==> src/rtl/gpio_pad_ctrl.sv <==
`default_nettype none
// ============================================================================
// Module   : gpio_pad_ctrl
// Brief    : GPIO bank controller placed next to the bidirectional pad ring.
//            It drives pad output data and output enables, synchronises pad
//            inputs into the core clock domain, and captures rising/falling
//            edges into a sticky write-1-to-clear interrupt status register.
//            All of this is reached through a valid/ready register port.
//
// Ports    : clk_i        core clock (single clock domain)
//            rst_i        synchronous active-high reset
//            reg_valid_i  access request, held until reg_ready_o
//            reg_we_i     1 = write, 0 = read
//            reg_addr_i   byte address; [4:2] selects the register
//            reg_wdata_i  write data
//            reg_rdata_o  read data, non-zero only while reg_ready_o = 1
//            reg_ready_o  one-cycle completion pulse
//            gpio_out_o   pad output data (c2p)
//            gpio_oe_o    pad output enable (c2p_en), 1 = driving
//            gpio_in_i    pad input value (p2c), asynchronous to clk_i
//            irq_o        level interrupt, OR of all IRQ_STAT bits
//
// Register map (reg_addr_i[4:2]):
//            0 OUT      RW     1 OE       RW     2 IN      RO
//            3 RISE_EN  RW     4 FALL_EN  RW     5 IRQ_STAT W1C
//            6 OUT_TGL  WO (reads 0)             7 reserved (reads 0)
//
// Revision : 1.0  initial release
// ============================================================================
module gpio_pad_ctrl #(
    parameter int GPIO_NUM = 16
) (
    input  logic                clk_i,
    input  logic                rst_i,

    input  logic                reg_valid_i,
    input  logic                reg_we_i,
    input  logic [4:0]          reg_addr_i,
    input  logic [31:0]         reg_wdata_i,
    output logic [31:0]         reg_rdata_o,
    output logic                reg_ready_o,

    output logic [GPIO_NUM-1:0] gpio_out_o,
    output logic [GPIO_NUM-1:0] gpio_oe_o,
    input  logic [GPIO_NUM-1:0] gpio_in_i,

    output logic                irq_o
);

    // ------------------------------------------------------------------------
    // Register selects
    // ------------------------------------------------------------------------
    localparam logic [2:0] c_ADDR_OUT     = 3'd0;
    localparam logic [2:0] c_ADDR_OE      = 3'd1;
    localparam logic [2:0] c_ADDR_IN      = 3'd2;
    localparam logic [2:0] c_ADDR_RISE_EN = 3'd3;
    localparam logic [2:0] c_ADDR_FALL_EN = 3'd4;
    localparam logic [2:0] c_ADDR_STAT    = 3'd5;
    localparam logic [2:0] c_ADDR_TGL     = 3'd6;

    localparam logic [1:0] c_ARM_DONE     = 2'd3;

    // ------------------------------------------------------------------------
    // Bus FSM state encoding
    // ------------------------------------------------------------------------
    typedef enum logic [0:0] {
        ST_IDLE = 1'b0,
        ST_RESP = 1'b1
    } state_t;

    state_t                r_state;
    state_t                w_state_nxt;

    // ------------------------------------------------------------------------
    // Storage
    // ------------------------------------------------------------------------
    logic [GPIO_NUM-1:0]   r_out;
    logic [GPIO_NUM-1:0]   r_oe;
    logic [GPIO_NUM-1:0]   r_rise_en;
    logic [GPIO_NUM-1:0]   r_fall_en;
    logic [GPIO_NUM-1:0]   r_irq_stat;
    logic [GPIO_NUM-1:0]   r_sync1;
    logic [GPIO_NUM-1:0]   r_sync2;
    logic [GPIO_NUM-1:0]   r_prev;
    logic [1:0]            r_arm;
    logic [31:0]           r_rdata;

    // ------------------------------------------------------------------------
    // Combinational signals
    // ------------------------------------------------------------------------
    logic                  w_accept;
    logic                  w_wr;
    logic                  w_rd;
    logic [2:0]            w_sel;
    logic [GPIO_NUM-1:0]   w_wdata;
    logic [31:0]           w_rd_mux;
    logic                  w_armed;
    logic [GPIO_NUM-1:0]   w_rise;
    logic [GPIO_NUM-1:0]   w_fall;
    logic [GPIO_NUM-1:0]   w_set;
    logic [GPIO_NUM-1:0]   w_clr;
    logic                  w_unused;

    // Byte-lane bits of the address and write-data bits above the bank width
    // carry no meaning; fold them into one sink so they are visibly consumed.
    assign w_unused = ^{reg_addr_i[1:0], reg_wdata_i};

    // A request is only taken in IDLE; a valid still high during RESP is the
    // tail of the access being completed, not a new one.
    assign w_accept = (r_state == ST_IDLE) && reg_valid_i;
    assign w_wr     = w_accept &&  reg_we_i;
    assign w_rd     = w_accept && !reg_we_i;
    assign w_sel    = reg_addr_i[4:2];
    assign w_wdata  = reg_wdata_i[GPIO_NUM-1:0];

    // ------------------------------------------------------------------------
    // Bus FSM: state register
    // ------------------------------------------------------------------------
    always_ff @(posedge clk_i) begin
        if (rst_i) begin
            r_state <= ST_IDLE;
        end else begin
            r_state <= w_state_nxt;
        end
    end

    // ------------------------------------------------------------------------
    // Bus FSM: next state and outputs
    // ------------------------------------------------------------------------
    always_comb begin
        w_state_nxt = r_state;
        reg_ready_o = 1'b0;
        reg_rdata_o = 32'h0000_0000;
        case (r_state)
            ST_IDLE: begin
                if (reg_valid_i) begin
                    w_state_nxt = ST_RESP;
                end
            end
            ST_RESP: begin
                reg_ready_o = 1'b1;
                reg_rdata_o = r_rdata;
                w_state_nxt = ST_IDLE;
            end
            default: begin
                w_state_nxt = ST_IDLE;
            end
        endcase
    end

    // ------------------------------------------------------------------------
    // Read data mux (bits at and above GPIO_NUM stay 0)
    // ------------------------------------------------------------------------
    always_comb begin
        w_rd_mux = 32'h0000_0000;
        case (w_sel)
            c_ADDR_OUT:     w_rd_mux[GPIO_NUM-1:0] = r_out;
            c_ADDR_OE:      w_rd_mux[GPIO_NUM-1:0] = r_oe;
            c_ADDR_IN:      w_rd_mux[GPIO_NUM-1:0] = r_sync2;
            c_ADDR_RISE_EN: w_rd_mux[GPIO_NUM-1:0] = r_rise_en;
            c_ADDR_FALL_EN: w_rd_mux[GPIO_NUM-1:0] = r_fall_en;
            c_ADDR_STAT:    w_rd_mux[GPIO_NUM-1:0] = r_irq_stat;
            default:        w_rd_mux = 32'h0000_0000;
        endcase
    end

    // Read data is captured at the accepting edge so it reflects the state the
    // request saw, and is presented during the RESP cycle.
    always_ff @(posedge clk_i) begin
        if (rst_i) begin
            r_rdata <= 32'h0000_0000;
        end else if (w_rd) begin
            r_rdata <= w_rd_mux;
        end else if (w_accept) begin
            r_rdata <= 32'h0000_0000;
        end
    end

    // ------------------------------------------------------------------------
    // Control registers
    // ------------------------------------------------------------------------
    always_ff @(posedge clk_i) begin
        if (rst_i) begin
            r_out <= '0;
        end else if (w_wr && (w_sel == c_ADDR_OUT)) begin
            r_out <= w_wdata;
        end else if (w_wr && (w_sel == c_ADDR_TGL)) begin
            r_out <= r_out ^ w_wdata;
        end
    end

    always_ff @(posedge clk_i) begin
        if (rst_i) begin
            r_oe      <= '0;
            r_rise_en <= '0;
            r_fall_en <= '0;
        end else if (w_wr) begin
            if (w_sel == c_ADDR_OE) begin
                r_oe <= w_wdata;
            end
            if (w_sel == c_ADDR_RISE_EN) begin
                r_rise_en <= w_wdata;
            end
            if (w_sel == c_ADDR_FALL_EN) begin
                r_fall_en <= w_wdata;
            end
        end
    end

    assign gpio_out_o = r_out;
    assign gpio_oe_o  = r_oe;

    // ------------------------------------------------------------------------
    // Input path: two-flop synchroniser plus one history stage
    // ------------------------------------------------------------------------
    always_ff @(posedge clk_i) begin
        if (rst_i) begin
            r_sync1 <= '0;
            r_sync2 <= '0;
            r_prev  <= '0;
        end else begin
            r_sync1 <= gpio_in_i;
            r_sync2 <= r_sync1;
            r_prev  <= r_sync2;
        end
    end

    // The pipeline restarts from 0 after reset, so a pad already high would
    // look like a rising edge. Edge capture is held off until the arm counter
    // saturates, by which time prev holds a genuine sample of the pad.
    always_ff @(posedge clk_i) begin
        if (rst_i) begin
            r_arm <= 2'd0;
        end else if (r_arm != c_ARM_DONE) begin
            r_arm <= r_arm + 2'd1;
        end
    end

    assign w_armed = (r_arm == c_ARM_DONE);
    assign w_rise  = r_sync2 & ~r_prev;
    assign w_fall  = ~r_sync2 & r_prev;
    assign w_set   = w_armed ? ((w_rise & r_rise_en) | (w_fall & r_fall_en))
                             : '0;
    assign w_clr   = (w_wr && (w_sel == c_ADDR_STAT)) ? w_wdata : '0;

    // ------------------------------------------------------------------------
    // Interrupt status: the set term is applied after the clear, so an edge
    // arriving on the same cycle as a W1C keeps the bit set.
    // ------------------------------------------------------------------------
    always_ff @(posedge clk_i) begin
        if (rst_i) begin
            r_irq_stat <= '0;
        end else begin
            r_irq_stat <= (r_irq_stat & ~w_clr) | w_set;
        end
    end

    assign irq_o = |r_irq_stat;

endmodule
`default_nettype wire

==> config.mk <==
export PLATFORM = sky130hd
export DESIGN_NAME = gpio_pad_ctrl
export DESIGN_NICKNAME = d
export VERILOG_FILES = /design/src/rtl/gpio_pad_ctrl.sv
export SDC_FILE = /design/constraint.sdc
export NUM_CORES = 1
export LEC_CHECK = 0
export CORE_MARGIN = 2
export CORE_UTILIZATION = 30
export CTS_CLUSTER_SIZE = 12
export DETAILED_ROUTE_END_ITERATION = 10
export PLACE_DENSITY = 0.55
export SETUP_SLACK_MARGIN = 0.2
export SLEW_MARGIN = 25
export SYNTH_ARGS = -nofsm -noshare
export SYNTH_HDL_FRONTEND = slang
export SYNTH_SLANG_ARGS = --single-unit
export TNS_END_PERCENT = 5
==> constraint.sdc <==
create_clock -name clk_i -period 2.51 [get_ports clk_i]
set_input_delay 0.3765 -clock clk_i [delete_from_list [all_inputs] [get_ports clk_i]]
set_output_delay 0.3765 -clock clk_i [all_outputs]
set_load 0.005 [all_outputs]
==> flow_metrics.py, run 1 <==
metrics = {
    "status": {
        "status": "finished, final reports clean",
    },
    "finish": {
        "final-seq-area_um2": 2940,
        "utilization_pct": 39.7,
        "nFillCells": 1998,
        "final-instance-count-excl-fill": 1008,
        "final_common_cell": "dfxtp_1",
        "fin_nets": 783,
        "multiInputGateArea_um2": 3040,
        "drive_above_1_share_pct": 11.9,
        "diodes": 0,
        "syn2layout_area_growth_pct": 28.7,
        "mostFrequentLayoutCells": "146 x dfxtp_1, 87 x clkdlybuf4s50_1, 67 x nor2_1",
    },
    "clock_network": {
        "clockBufferDepth": 2,
        "post_cts_buffers": 0,
        "cts-root-buf": "clkbuf_16",
        "cts_tree": "done",
        "cts.sinks": 147,
        "clk_latency_ns": 0.42,
        "numCtsBuffers": 17,
        "clkTransAtPathRegs_ns": 0.06,
        "cts_hold_buf": 0,
        "cts-htree-levels": 4,
        "cts_resized": 1,
    },
    "power": {
        "cellLeakagePower_nw": 3.26,
        "ir_worst_vdd_mv": 0.382,
        "pwr_density_cell_nw_per_um2": 698,
    },
    "global_routing": {
        "use_met2_pct": 24.5,
        "antenna_found_initial": 0,
        "globalRouteOverflowTotal": 0,
        "first_global_vias": 4787,
        "grt-busiest-layer": "met2",
        "grt_pass1_wl_um": 27400,
        "grt_usage_pct": 16.4,
        "met1_usage_pct": 22.2,
        "grt_start_max_net_pins": 54,
        "grtUsageMet3_pct": 5.03,
    },
    "setup_path": {
        "startpoint_type": "flip-flop",
        "crit_path_top_delay_cell": "clkdlybuf4s50_1",
        "crit_arrival_ns": 1.91,
        "path_cells": "nor4_1 -> nand4_1 -> clkdlybuf4s50_1",
        "cp_max_fo": 3,
        "critPathKind": "reg2out",
        "slowest_delay_ns": 0.52,
        "cp-end-kind": "output port",
        "required_ns": 2.13,
    },
    "yosys": {
        "synth-compound-area-share_pct": 11.8,
        "synthesis.area_um2": 6280,
        "yosys.area_share.xor_xnor_pct": 2.51,
        "ys_ff_latch": 147,
        "ys.flop_type": "dfxtp_1",
        "yosysUniqueCellTypes": 41,
        "yosys_warnings": 0,
        "synth_area_per_cell_um2": 9.83,
        "netlist_instances": 639,
        "synthMuxAreaShare_pct": 13.9,
        "synth_top_family_by_area": "simple AND/OR/NAND/NOR gates",
        "synthArstFlopShare_pct": 0,
        "seq_area_frac_synth_pct": 46.8,
        "synth-simple-area-share_pct": 18.7,
        "synth_edf_count": 0,
        "synth_fa_ha_area_share_pct": 0.199,
    },
    "die": {
        "fp.dieH_um": 149,
        "start_util_pct": 30.8,
        "row_count": 52,
        "io_pins": 123,
        "die_w_um": 149,
        "die-area_um2": 22100,
        "coreArea_um2": 20400,
    },
    "routing": {
        "wl_um": 17600,
        "drcViolationCount": 0,
        "dr_total_vias": 4919,
        "drtPass1Iterations": 7,
        "drt_iter0_drc": 360,
        "vias_per_cell": 4.88,
        "drt-wirelength-per-cell_um": 17.5,
        "postRouteAntennaNets": 0,
    },
    "sta": {
        "worst_slew_pin_slew_ns": 0.764,
        "rsz0062_at_grt": "true",
        "min_period_ns": 2.29,
        "final-setup-viol-count": 0,
        "max_slew_margin_pct": 49.1,
        "clock.fmax_mhz": 437,
        "setup-tns-final_ns": 0,
        "setup_slack_ns": 0.224,
        "slew_violations": 0,
        "fin_skew_ns": 0.00645,
        "period_share_pct": 91.1,
        "final-hold-violation-count": 0,
        "hold_ws_ns": 0.436,
    },
    "flow_run": {
        "maxCapViolCount": 0,
    },
    "placement": {
        "dp_cells": 976,
        "portBuffers": 88,
        "post-place-ws_ns": 0.184,
        "place.gp.congestion": 0.883,
        "dp_hpwl_um": 12200,
    },
    "worst_hold_path": {
        "hold_path.class": "in2reg",
    },
}
==> where the power goes <==
| part | total [mW] | switching [mW] | leakage (nW) | internal [mW] |
|---|---|---|---|---|
| clock | 2.82 | 0.953 | 0.327 | 1.87 |
| combinational | 0.392 | 0.217 | 1.74 | 0.175 |
| sequential | 2.43 | 0.0411 | 1.19 | 2.39 |
| total | 5.64 | 1.21 | 3.26 | 4.43 |
==> cells by family after synthesis <==
logic type / Yosys count
simple gates: 225
fa+ha+maj: 1
xor+xnor: 18
other cells: 1
compound gates: 102
mux: 81
buf+inv: 64
flops: 147
==> worst paths after layout <==
check / start / to / slack [ns] / cells after the start
min reg2reg: r_sync1[10]$_SDFF_PP0_ / r_sync2[10]$_SDFF_PP0_ / 0.44 / 1
max: r_irq_stat[11]$_SDFF_PP0_ / irq_o / 0.22 / 3
max reg2reg: r_state$_SDFF_PP0_ / gpio_oe_o[8]$_SDFFE_PP0P_ / 0.67 / 5
min: rst_i / gpio_out_o[4]$_SDFFE_PP0P_ / 0.44 / 2
==> critical path: cells and delay by family (launching register included) <==
kind	cells	cell delay, ns
simple gates	2	0.66
buf+inv	1	0.52
flops	1	0.32
==> cell type report <==
class                   instances  area share, %
repair buffers                113           13.5
flip-flops and latches        147           36.4
inverters                       3          0.139
clock buffers                  23           6.04
multi-input cells             443           37.6
well taps                     270           4.18
clock inverters                 9           2.15
==> sequential cells by signal (all words and copies together), names as in the netlist <==
register and cells:
r_sync1 16, r_sync2 16, gpio_out_o 16, r_fall_en 16
r_irq_stat 16, gpio_oe_o 16, r_rdata 16, r_rise_en 16
r_state 1, r_prev 16, r_arm 2
==> layer usage <==
metal / share of wire (%) / vias to the layer above
li1: - / 2382
met1: 48 / 2335
met2: 44 / 177
met3: 6.9 / 25
met4: 1.8 / 0
met5: 0 / -
==> through the flow <==
stage	total power, mW	instance area (um2)
after floorplan	2.69	6340
after global placement	2.86	7410
final	5.64	8080
after detailed placement	2.87	7410
after global routing	5.85	8080
after CTS	5.70	8080
==> Yosys cell counts, types with 2 or more instances <==
| library cell | number | area, um2 |
|---|---|---|
| or3_1 | 3 | 18.8 |
| a22o_1 | 15 | 131 |
| clkbuf_1 | 22 | 82.6 |
| xnor2_1 | 17 | 149 |
| and2_1 | 17 | 106 |
| nor2_1 | 68 | 255 |
| o211ai_1 | 6 | 45.0 |
| inv_2 | 2 | 7.51 |
| o21ai_0 | 35 | 175 |
| a22oi_1 | 14 | 105 |
| mux2i_1 | 59 | 591 |
| buf_4 | 18 | 135 |
| nand3_1 | 17 | 85.1 |
| a32o_1 | 17 | 170 |
| nand3b_1 | 16 | 120 |
| buf_2 | 11 | 55.1 |
| buf_1 | 4 | 15.0 |
| nand2_1 | 42 | 158 |
| a32oi_1 | 5 | 43.8 |
| o22ai_1 | 7 | 43.8 |
| mux4_2 | 3 | 67.6 |
| nor2b_1 | 51 | 319 |
| nor4_1 | 4 | 25.0 |
| dfxtp_1 | 147 | 2940 |
| buf_8 | 2 | 30.0 |
| mux2_2 | 19 | 214 |
| buf_6 | 4 | 45.0 |
(Power assumes the default switching activity.)
==> run 2: changes to the inputs <==
--- a/config.mk
+++ b/config.mk
@@ -6,10 +6,10 @@
 export NUM_CORES = 1
 export LEC_CHECK = 0
 export CORE_MARGIN = 2
-export CORE_UTILIZATION = 30
+export CORE_UTILIZATION = 46
 export CTS_CLUSTER_SIZE = 12
 export DETAILED_ROUTE_END_ITERATION = 10
-export PLACE_DENSITY = 0.55
+export PLACE_DENSITY = 0.76
 export SETUP_SLACK_MARGIN = 0.2
 export SLEW_MARGIN = 25
 export SYNTH_ARGS = -nofsm -noshare
==> run 2 against run 1 <==
First-iteration DRC count rose by 69%. Clock power about the same. Cell count shrank 9.4%. Hold slack worse by 0.078 ns. Global-route usage up 6.6 points. Flip-flop and latch count stayed put. Non-clock buffer count shrank 1. Clock skew shrank 0.0014 ns. Core utilization rose by 20 points. Wire length decreased by 7.3%. Largest power group unchanged.
==> flow_metrics.py, run 2 (same netlist as run 1, synthesis figures left out) <==
metrics = {
    "status": {
        "status": "finished, final reports clean",
    },
    "routing": {
        "drcViolationCount": 0,
        "postRouteAntennaNets": 0,
        "vias_per_cell": 5.56,
        "drt_iter0_drc": 610,
        "drtPass1Iterations": 5,
        "wl_um": 16400,
        "dr_total_vias": 5072,
        "drt-wirelength-per-cell_um": 17.9,
    },
    "finish": {
        "mostFrequentLayoutCells": "146 x dfxtp_1, 87 x clkdlybuf4s50_1, 68 x nor2_1",
        "final-instance-count-excl-fill": 913,
        "syn2layout_area_growth_pct": 26.8,
        "fin_nets": 782,
        "drive_above_1_share_pct": 11.8,
        "utilization_pct": 59.9,
        "final_common_cell": "dfxtp_1",
        "final_area_um2": 7960,
        "diodes": 0,
    },
    "die": {
        "fp.dieH_um": 121,
        "die-area_um2": 14600,
        "die_w_um": 121,
        "row_count": 42,
        "io_pins": 123,
        "start_util_pct": 47.3,
        "coreArea_um2": 13300,
    },
    "sta": {
        "final-setup-viol-count": 0,
        "rsz0062_at_grt": "false",
        "final-hold-violation-count": 0,
        "period_share_pct": 91.6,
        "max_slew_margin_pct": 21.2,
        "setup-tns-final_ns": 0,
        "hold_ws_ns": 0.358,
        "min_period_ns": 2.30,
        "fin_skew_ns": 0.00508,
        "slew_violations": 0,
        "worst_slew_pin_slew_ns": 1.18,
        "setup_slack_ns": 0.211,
        "clock.fmax_mhz": 435,
    },
    "setup_path": {
        "startpoint_type": "flip-flop",
        "cp-end-kind": "output port",
        "critPathKind": "reg2out",
        "cpLargestDelayFamily": "simple AND/OR/NAND/NOR gates",
        "critPathBufInv": 1,
        "crit_path_top_delay_cell": "clkdlybuf4s50_1",
        "cp_max_fo": 3,
        "crit_arrival_ns": 1.92,
        "required_ns": 2.13,
        "path_cells": "nor4_2 -> nand4_1 -> clkdlybuf4s50_1",
        "slowest_delay_ns": 0.51,
    },
    "global_routing": {
        "antenna_found_initial": 0,
        "first_global_vias": 4821,
        "grt_start_max_net_pins": 69,
        "globalRouteOverflowTotal": 0,
        "grt_usage_pct": 23.0,
        "grt_pass1_wl_um": 25800,
    },
    "power": {
        "p_sw_mw": 1.20,
        "swShare_pct": 21.4,
        "p_comb_share_pct": 6.9,
        "clock_power_share_pct": 49.7,
        "cellLeakagePower_nw": 3.26,
        "pwr_density_cell_nw_per_um2": 703,
        "seqPwrFrac_pct": 43.4,
        "p_int_mw": 4.40,
        "power_mw": 5.60,
        "ir_worst_vdd_mv": 0.394,
    },
    "flow_run": {
        "maxCapViolCount": 0,
    },
    "clock_network": {
        "cts_tree": "done",
        "numCtsBuffers": 17,
        "cts_hold_buf": 0,
        "cts.sinks": 147,
        "clkTransAtPathRegs_ns": 0.06,
        "clockBufferDepth": 2,
        "post_cts_buffers": 0,
        "clk_latency_ns": 0.42,
        "cts-root-buf": "clkbuf_16",
        "cts-htree-levels": 4,
    },
    "placement": {
        "dp_cells": 881,
        "dp_hpwl_um": 11100,
        "post-place-ws_ns": 0.0463,
        "place_area_um2": 7300,
        "portBuffers": 88,
        "place.gp.congestion": 0.974,
    },
    "worst_hold_path": {
        "hold_path.class": "in2reg",
    },
}
## run 2: area by class of cell
type,instances,area (um2)
Fill cell,1111,5330
Multi-Input combinational cell,443,3040
Sequential cell,147,2940
Timing Repair Buffer,112,1100
Clock buffer,22,474
Tap cell,176,220
Clock inverter,10,178
Inverter,3,11.3
## run 2: per-layer routing
metal	GRT usage, %	vias up	part of all wire (%)
li1	-	2376	-
met1	31.3	2400	44
met2	34.2	255	45
met3	5.22	41	8.8
met4	11.6	0	2.5
met5	0	-	0
## run 2: what timing repair did
item	CTS	global route
hold endpoints to repair	0	0
gates resized for setup	1	2
setup endpoints to repair	10	1
## run 2: worst paths after layout
check,from,to,slack (ns),depth (start not counted)
worst max-delay path,r_irq_stat[6]$_SDFF_PP0_,irq_o,0.21,3
worst min-delay path,rst_i,r_rise_en[15]$_SDFFE_PP0P_,0.36,2
worst max register to register,r_state$_SDFF_PP0_,gpio_oe_o[11]$_SDFFE_PP0P_,0.77,5
worst min register to register,r_sync1[15]$_SDFF_PP0_,r_sync2[15]$_SDFF_PP0_,0.44,1
## run 2: power groups by stage
| stage | registers (mW) | clock network, mW | logic [mW] |
|---|---|---|---|
| after floorplan | 2.46 | 0 | 0.231 |
| after global placement | 2.48 | 0 | 0.371 |
| after detailed placement | 2.48 | 0 | 0.378 |
| after CTS | 2.43 | 2.81 | 0.381 |
| after global routing | 2.44 | 2.93 | 0.415 |
| final | 2.43 | 2.79 | 0.385 |
